==> src/rtl/game_frame_tx.sv <==
// game_frame_tx: serialises a snapshot of game-state fields into a byte frame
// for a UART transmitter over a valid/ready byte handshake.
//
// Frame: SYNC_BYTE, seq, field bytes (field 0 first, MSB byte first when a
// field needs two bytes), checksum = 8-bit sum of seq and all field bytes.
//
// Ports:
//   clk65MHz   - sole clock, rising edge
//   rst        - asynchronous active-high reset
//   send       - single-cycle frame request (captures fields when idle)
//   fields     - packed fields, field i = fields[i*FIELD_W +: FIELD_W]
//   byte_data  - byte offered to the UART
//   byte_valid - byte_data valid
//   byte_ready - UART accepts byte (transfer = valid && ready at clock edge)
//   busy       - frame in progress
//   frame_done - one-cycle pulse after the checksum transfer
//   overrun    - one-cycle pulse after a send dropped while busy
//   seq        - sequence number of the next frame
module game_frame_tx #(
    parameter int unsigned NUM_FIELDS = 8,
    parameter int unsigned FIELD_W    = 12,
    parameter logic [7:0]  SYNC_BYTE  = 8'hA5
) (
    input  logic                          clk65MHz,
    input  logic                          rst,
    input  logic                          send,
    input  logic [NUM_FIELDS*FIELD_W-1:0] fields,
    output logic [7:0]                    byte_data,
    output logic                          byte_valid,
    input  logic                          byte_ready,
    output logic                          busy,
    output logic                          frame_done,
    output logic                          overrun,
    output logic [7:0]                    seq
);

    localparam int unsigned BPF    = (FIELD_W <= 8) ? 1 : 2;
    localparam int unsigned NBYTES = NUM_FIELDS * BPF;
    localparam int unsigned IDX_W  = $clog2(NBYTES + 1);
    localparam int unsigned TBL    = 1 << IDX_W;
    localparam int unsigned SNAP_W = NUM_FIELDS * FIELD_W;

    typedef enum logic [2:0] {
        IDLE,
        SYNC,
        SEQ,
        DATA,
        CSUM
    } state_t;

    state_t            state;
    logic [SNAP_W-1:0] snap;
    logic [IDX_W-1:0]  idx;
    logic [7:0]        csum;
    logic [7:0]        data_bytes [TBL];
    logic [IDX_W-1:0]  idx_next;
    logic [7:0]        csum_next;
    logic              xfer;

    assign xfer      = byte_valid & byte_ready;
    assign idx_next  = idx + IDX_W'(1);
    assign csum_next = csum + byte_data;

    // Flatten the snapshot into the data-byte order of the frame; the table
    // is padded to a power of two so any idx value indexes it safely.
    for (genvar k = 0; k < TBL; k++) begin : g_bytes
        if (k >= NBYTES) begin : g_pad
            assign data_bytes[k] = 8'h00;
        end else if (BPF == 1) begin : g_one
            assign data_bytes[k] = 8'(snap[k*FIELD_W +: FIELD_W]);
        end else if ((k % 2) == 0) begin : g_msb
            assign data_bytes[k] = 8'(snap[(k/2)*FIELD_W +: FIELD_W] >> 8);
        end else begin : g_lsb
            assign data_bytes[k] = 8'(snap[(k/2)*FIELD_W +: FIELD_W]);
        end
    end

    // Frame sequencer; every output is registered and only advances on a transfer.
    always_ff @(posedge clk65MHz or posedge rst) begin
        if (rst) begin
            state      <= IDLE;
            snap       <= '0;
            idx        <= '0;
            csum       <= 8'h00;
            byte_data  <= 8'h00;
            byte_valid <= 1'b0;
            busy       <= 1'b0;
            frame_done <= 1'b0;
            overrun    <= 1'b0;
            seq        <= 8'h00;
        end else begin
            frame_done <= 1'b0;
            overrun    <= busy & send;
            case (state)
                IDLE: begin
                    if (send) begin
                        snap       <= fields;
                        byte_data  <= SYNC_BYTE;
                        byte_valid <= 1'b1;
                        busy       <= 1'b1;
                        state      <= SYNC;
                    end
                end
                SYNC: begin
                    if (xfer) begin
                        byte_data <= seq;
                        csum      <= seq;
                        state     <= SEQ;
                    end
                end
                SEQ: begin
                    if (xfer) begin
                        byte_data <= data_bytes[0];
                        idx       <= '0;
                        state     <= DATA;
                    end
                end
                DATA: begin
                    if (xfer) begin
                        csum <= csum_next;
                        if (idx == IDX_W'(NBYTES - 1)) begin
                            // running sum already includes this last byte
                            byte_data <= csum_next;
                            state     <= CSUM;
                        end else begin
                            byte_data <= data_bytes[idx_next];
                            idx       <= idx_next;
                        end
                    end
                end
                CSUM: begin
                    if (xfer) begin
                        byte_valid <= 1'b0;
                        busy       <= 1'b0;
                        frame_done <= 1'b1;
                        seq        <= seq + 8'd1;
                        state      <= IDLE;
                    end
                end
                default: begin
                    byte_valid <= 1'b0;
                    busy       <= 1'b0;
                    state      <= IDLE;
                end
            endcase
        end
    end

endmodule

==> config.mk <==
export PLATFORM = sky130hd
export DESIGN_NAME = game_frame_tx
export DESIGN_NICKNAME = d
export VERILOG_FILES = /design/src/rtl/game_frame_tx.sv
export SDC_FILE = /design/constraint.sdc
export NUM_CORES = 1
export LEC_CHECK = 0
export BUFFER_PORTS_ARGS = -buffer_cell sky130_fd_sc_hd__buf_2
export CAP_MARGIN = 20
export CORE_MARGIN = 2
export CORE_UTILIZATION = 50
export DETAILED_ROUTE_END_ITERATION = 16
export PLACE_DENSITY = 0.81
export SETUP_SLACK_MARGIN = 0.2
export SYNTH_ARGS = -nofsm -noshare
export SYNTH_HDL_FRONTEND = slang
export SYNTH_SLANG_ARGS = --single-unit
==> constraint.sdc <==
create_clock -name clk65MHz -period 3.9 [get_ports clk65MHz]
set_clock_uncertainty 0.15 [all_clocks]
set_input_delay 0.195 -clock clk65MHz [delete_from_list [all_inputs] [get_ports clk65MHz]]
set_output_delay 0.195 -clock clk65MHz [all_outputs]
set_load 0.02 [all_outputs]
==> run_summary.xml <==
<?xml version="1.0" encoding="UTF-8"?>
<metrics>
  <group name="timing">
    <metric name="final.setup.tns" unit="ns">0</metric>
    <metric name="final-max-slew-violation-count" unit="">0</metric>
    <metric name="timing.final.crit_period" unit="ns">2.702</metric>
    <metric name="hold_viol_final" unit="">0</metric>
    <metric name="setup_repair_after_global_routing_missed_its_margin" unit="">no</metric>
    <metric name="report.final.setup_viol" unit="">0</metric>
    <metric name="timing_worst_slew_pin_value" unit="ns">0.7968</metric>
    <metric name="fmax" unit="MHz">370.1</metric>
    <metric name="max-slew-margin-rel" unit="">0.4688</metric>
    <metric name="post-route-period-util" unit="">0.6928</metric>
  </group>
  <group name="global_routing">
    <metric name="grt-ovfl-total" unit="">0</metric>
    <metric name="gr-usage-all-layers" unit="">0.2692</metric>
    <metric name="grt_pass1_wl" unit="mm">28.54</metric>
    <metric name="initial_antenna_violation_count" unit="">0</metric>
    <metric name="first_global_vias" unit="">5435</metric>
    <metric name="grt_start_max_net_pins" unit="">132</metric>
  </group>
  <group name="power_and_ir_drop">
    <metric name="fin_total_pwr" unit="mW">7.177</metric>
    <metric name="cellPowerDensity" unit="nW/µm²">814.5</metric>
    <metric name="max-vdd-ir-drop" unit="mV">0.4287</metric>
    <metric name="static-leakage-power" unit="nW">4.004</metric>
  </group>
  <group name="setup_path">
    <metric name="worstPathCellList" unit="">ha_1 -&gt; buf_4 -&gt; mux4_2 -&gt; a21oi_1 -&gt; a21oi_1 -&gt; or3_1</metric>
    <metric name="critPathMostFrequentCell" unit="">sky130_fd_sc_hd__a21oi_1</metric>
    <metric name="critPathTopFamily" unit="">multiplexers</metric>
    <metric name="critPathCaptureType" unit="">flop</metric>
    <metric name="critical_path_class" unit="">reg -&gt; reg</metric>
    <metric name="worst-path-buf-inv" unit="">1</metric>
    <metric name="critPathMaxStageDelay" unit="ns">0.55</metric>
    <metric name="worst_ep_arrival_time" unit="ns">2.85</metric>
    <metric name="critical_path_required" unit="ns">4.05</metric>
    <metric name="slowest_cell_on_the_critical_path" unit="">sky130_fd_sc_hd__mux4_2</metric>
    <metric name="critPathLaunchType" unit="">flop</metric>
    <metric name="critical_path_peak_fanout" unit="">19</metric>
  </group>
  <group name="finish">
    <metric name="fin_nets" unit="">823</metric>
    <metric name="layout-area-overhead-vs-synth" unit="%">36.57</metric>
    <metric name="drive_gt1_frac" unit="">0.3942</metric>
    <metric name="ant_diodes" unit="">0</metric>
  </group>
  <group name="floorplan">
    <metric name="vert_die_dim" unit="µm">117.6</metric>
    <metric name="die-width" unit="µm">117.6</metric>
    <metric name="initial_core_util" unit="">0.5113</metric>
    <metric name="ioPinCount" unit="">120</metric>
    <metric name="core" unit="µm²">12620</metric>
    <metric name="die_area" unit="µm²">13830</metric>
    <metric name="std_cell_rows" unit="">41</metric>
  </group>
  <group name="clock_tree">
    <metric name="clk-insertion-delay-late" unit="ns">0.42</metric>
    <metric name="cts_tree" unit="">yes</metric>
    <metric name="cts_made_buffers" unit="">17</metric>
    <metric name="clk_pin_slew_worst_paths" unit="ns">0.06</metric>
    <metric name="cts_resized" unit="">0</metric>
    <metric name="cts_stage_hold_buffer_count" unit="">99</metric>
    <metric name="ctsRootBufferMaster" unit="">sky130_fd_sc_hd__clkbuf_16</metric>
    <metric name="clkSinkCount" unit="">131</metric>
    <metric name="post_cts_buffers" unit="">0</metric>
    <metric name="ctsLongestPathBuffers" unit="">2</metric>
    <metric name="cts.htree.levels" unit="">4</metric>
  </group>
  <group name="synth">
    <metric name="yosysSeqAreaShare" unit="">0.5080</metric>
    <metric name="synth.yosys.warnings" unit="">0</metric>
    <metric name="postSynthNetCount" unit="">604</metric>
    <metric name="synth.most_common_cell" unit="">sky130_fd_sc_hd__dfrtp_1</metric>
    <metric name="yosysTopAreaCell" unit="">sky130_fd_sc_hd__dfrtp_1</metric>
    <metric name="synthCells" unit="">493</metric>
    <metric name="synthTopCellsByCount" unit="">131 x sky130_fd_sc_hd__dfrtp_1, 98 x sky130_fd_sc_hd__mux2_2, 23 x sky130_fd_sc_hd__nand2_1, 23 x sky130_fd_sc_hd__nor2_1</metric>
    <metric name="synth_area_per_cell" unit="µm²">13.09</metric>
    <metric name="post_synthesis_instance_area" unit="µm²">6452</metric>
    <metric name="synth_enable_flop_cells" unit="">0</metric>
    <metric name="postSynth.asyncResetShare" unit="">1.000</metric>
    <metric name="dominantRegCellSynth" unit="">sky130_fd_sc_hd__dfrtp_1</metric>
    <metric name="netlist.area_leader.share" unit="">0.5080</metric>
    <metric name="post_synth_main_area_contributors" unit="">sky130_fd_sc_hd__dfrtp_1 51%, sky130_fd_sc_hd__mux2_2 17%, sky130_fd_sc_hd__mux4_2 7.7%</metric>
    <metric name="synth_cell_type_count" unit="">51</metric>
    <metric name="seq_cells_post_synth" unit="">131</metric>
  </group>
  <group name="place">
    <metric name="place_congestion" unit="">0.8956</metric>
    <metric name="io_buffers" unit="">119</metric>
    <metric name="post-dp-hpwl" unit="mm">10.57</metric>
  </group>
  <group name="status">
    <metric name="run_status" unit="">complete, no violations</metric>
  </group>
  <group name="detailed_routing">
    <metric name="detail_route.drc_violations" unit="">0</metric>
    <metric name="num_vias" unit="">5000</metric>
    <metric name="viasPerCell" unit="">5.587</metric>
    <metric name="drtIter0Drc" unit="">430</metric>
    <metric name="final_antenna_net_count" unit="">0</metric>
    <metric name="drt-wirelength-per-cell" unit="µm">19.82</metric>
    <metric name="postRouteWirelength" unit="mm">17.74</metric>
    <metric name="detailedRoute.firstPassIterationCount" unit="">5</metric>
  </group>
  <group name="run">
    <metric name="number_of_max_capacitance_violations_reported" unit="">0</metric>
  </group>
  <group name="min_path">
    <metric name="hold_class" unit="">in -&gt; async</metric>
  </group>
</metrics>
-- metal layers --
metal / up-vias / global-route usage / wire length (µm)
li1: 2264 / - / -
met3: 49 / 0.06008 / 985
met1: 2479 / 0.3370 / 7135
met2: 208 / 0.4549 / 9058
met4: 0 / 0.1084 / 563
met5: - / 0 / 0
-- final cells by class --
type,instances,area (µm²)
Fill cell,840,3807
Sequential cell,131,3278
Multi-Input combinational cell,325,2995
Timing Repair Buffer,227,1667
Clock buffer,21,460.4
Tap cell,172,215.2
Clock inverter,9,155.1
Inverter,10,41.29
-- per-stage QoR --
| step | setup WS, ns | util | hold slack [ns] | instance area (µm²) | std cells |
|---|---|---|---|---|---|
| global placement | 1.263 | 0.5710 | 0.2772 | 7206 | 766 |
| detailed placement | 1.242 | 0.5710 | 0.2791 | 7206 | 766 |
| finish | 1.198 | 0.6983 | 0.2864 | 8812 | 895 |
| floorplan | 1.588 | - | 0.1792 | 6456 | 493 |
| global route | 1.051 | 0.6983 | 0.3651 | 8812 | 895 |
| CTS | 1.215 | 0.6983 | 0.3422 | 8812 | 895 |
-- worst min-delay path, stage by stage --
cell	delay [ns]
sky130_fd_sc_hd__dlygate4sd3_1	0.53
sky130_fd_sc_hd__buf_2	0.13
sky130_fd_sc_hd__clkinvlp_4	0.07
sky130_fd_sc_hd__buf_12	0.39
-- layout by cell type (no fill, tap or decap), drive strengths merged, types with 5 or more instances in the layout --
cell type,synthesis,layout
dfrtp,131,131
xnor2,7,7
xor2,7,7
nand3,6,6
mux2i,5,5
a21oi,21,21
mux4,25,25
nor2b,8,8
a211oi,7,7
inv,10,9
dlygate4sd3,0,99
o21ai,23,23
ha,10,10
nand2,23,23
mux2,98,98
a22o,7,7
clkbuf,7,21
a22oi,5,5
nor2,23,23
o22ai,7,7
buf,20,128
-- cell families (layout without fill, tap and decap cells) --
| logic type | count (synthesis) | after routing | synth area share |
|---|---|---|---|
| buf+inv | 37 | 267 | 0.02812 |
| xor+xnor | 14 | 14 | 0.02017 |
| mux | 128 | 128 | 0.2678 |
| simple gates | 85 | 85 | 0.06573 |
| flops | 131 | 131 | 0.5080 |
| fa+ha+maj | 11 | 11 | 0.02249 |
| compound gates | 87 | 87 | 0.08765 |
-- power by group --
| group | total (mW) | internal, mW | leakage, nW | switching, mW |
|---|---|---|---|---|
| sequential | 2.40 | 1.97 | 1.61 | 0.428 |
| clock | 1.68 | 1.10 | 0.299 | 0.585 |
| combinational | 3.09 | 1.60 | 2.09 | 1.50 |
-- worst paths after layout --
path / from / to / slack, ns / cells past startpoint
min: rst / overrun / 0.29 / 4
min in group clk65MHz: csum[4] / csum[4] / 0.34 / 2
max reg2reg: idx[1] / byte_data[7] / 1.20 / 6
min reg2reg: csum[4] / csum[4] / 0.34 / 2
max: idx[1] / byte_data[7] / 1.20 / 6
max in group asynchronous: rst / snap[31] / 2.65 / 4
-- flip-flops by register name (all words and copies together) (netlist names) --
| signal | count |
|---|---|
| state | 3 |
| seq | 8 |
| busy | 1 |
| byte_data | 8 |
| snap | 96 |
| idx | 5 |
| overrun | 1 |
| csum | 8 |
| frame_done | 1 |
Power figures use the tool's default switching activity.
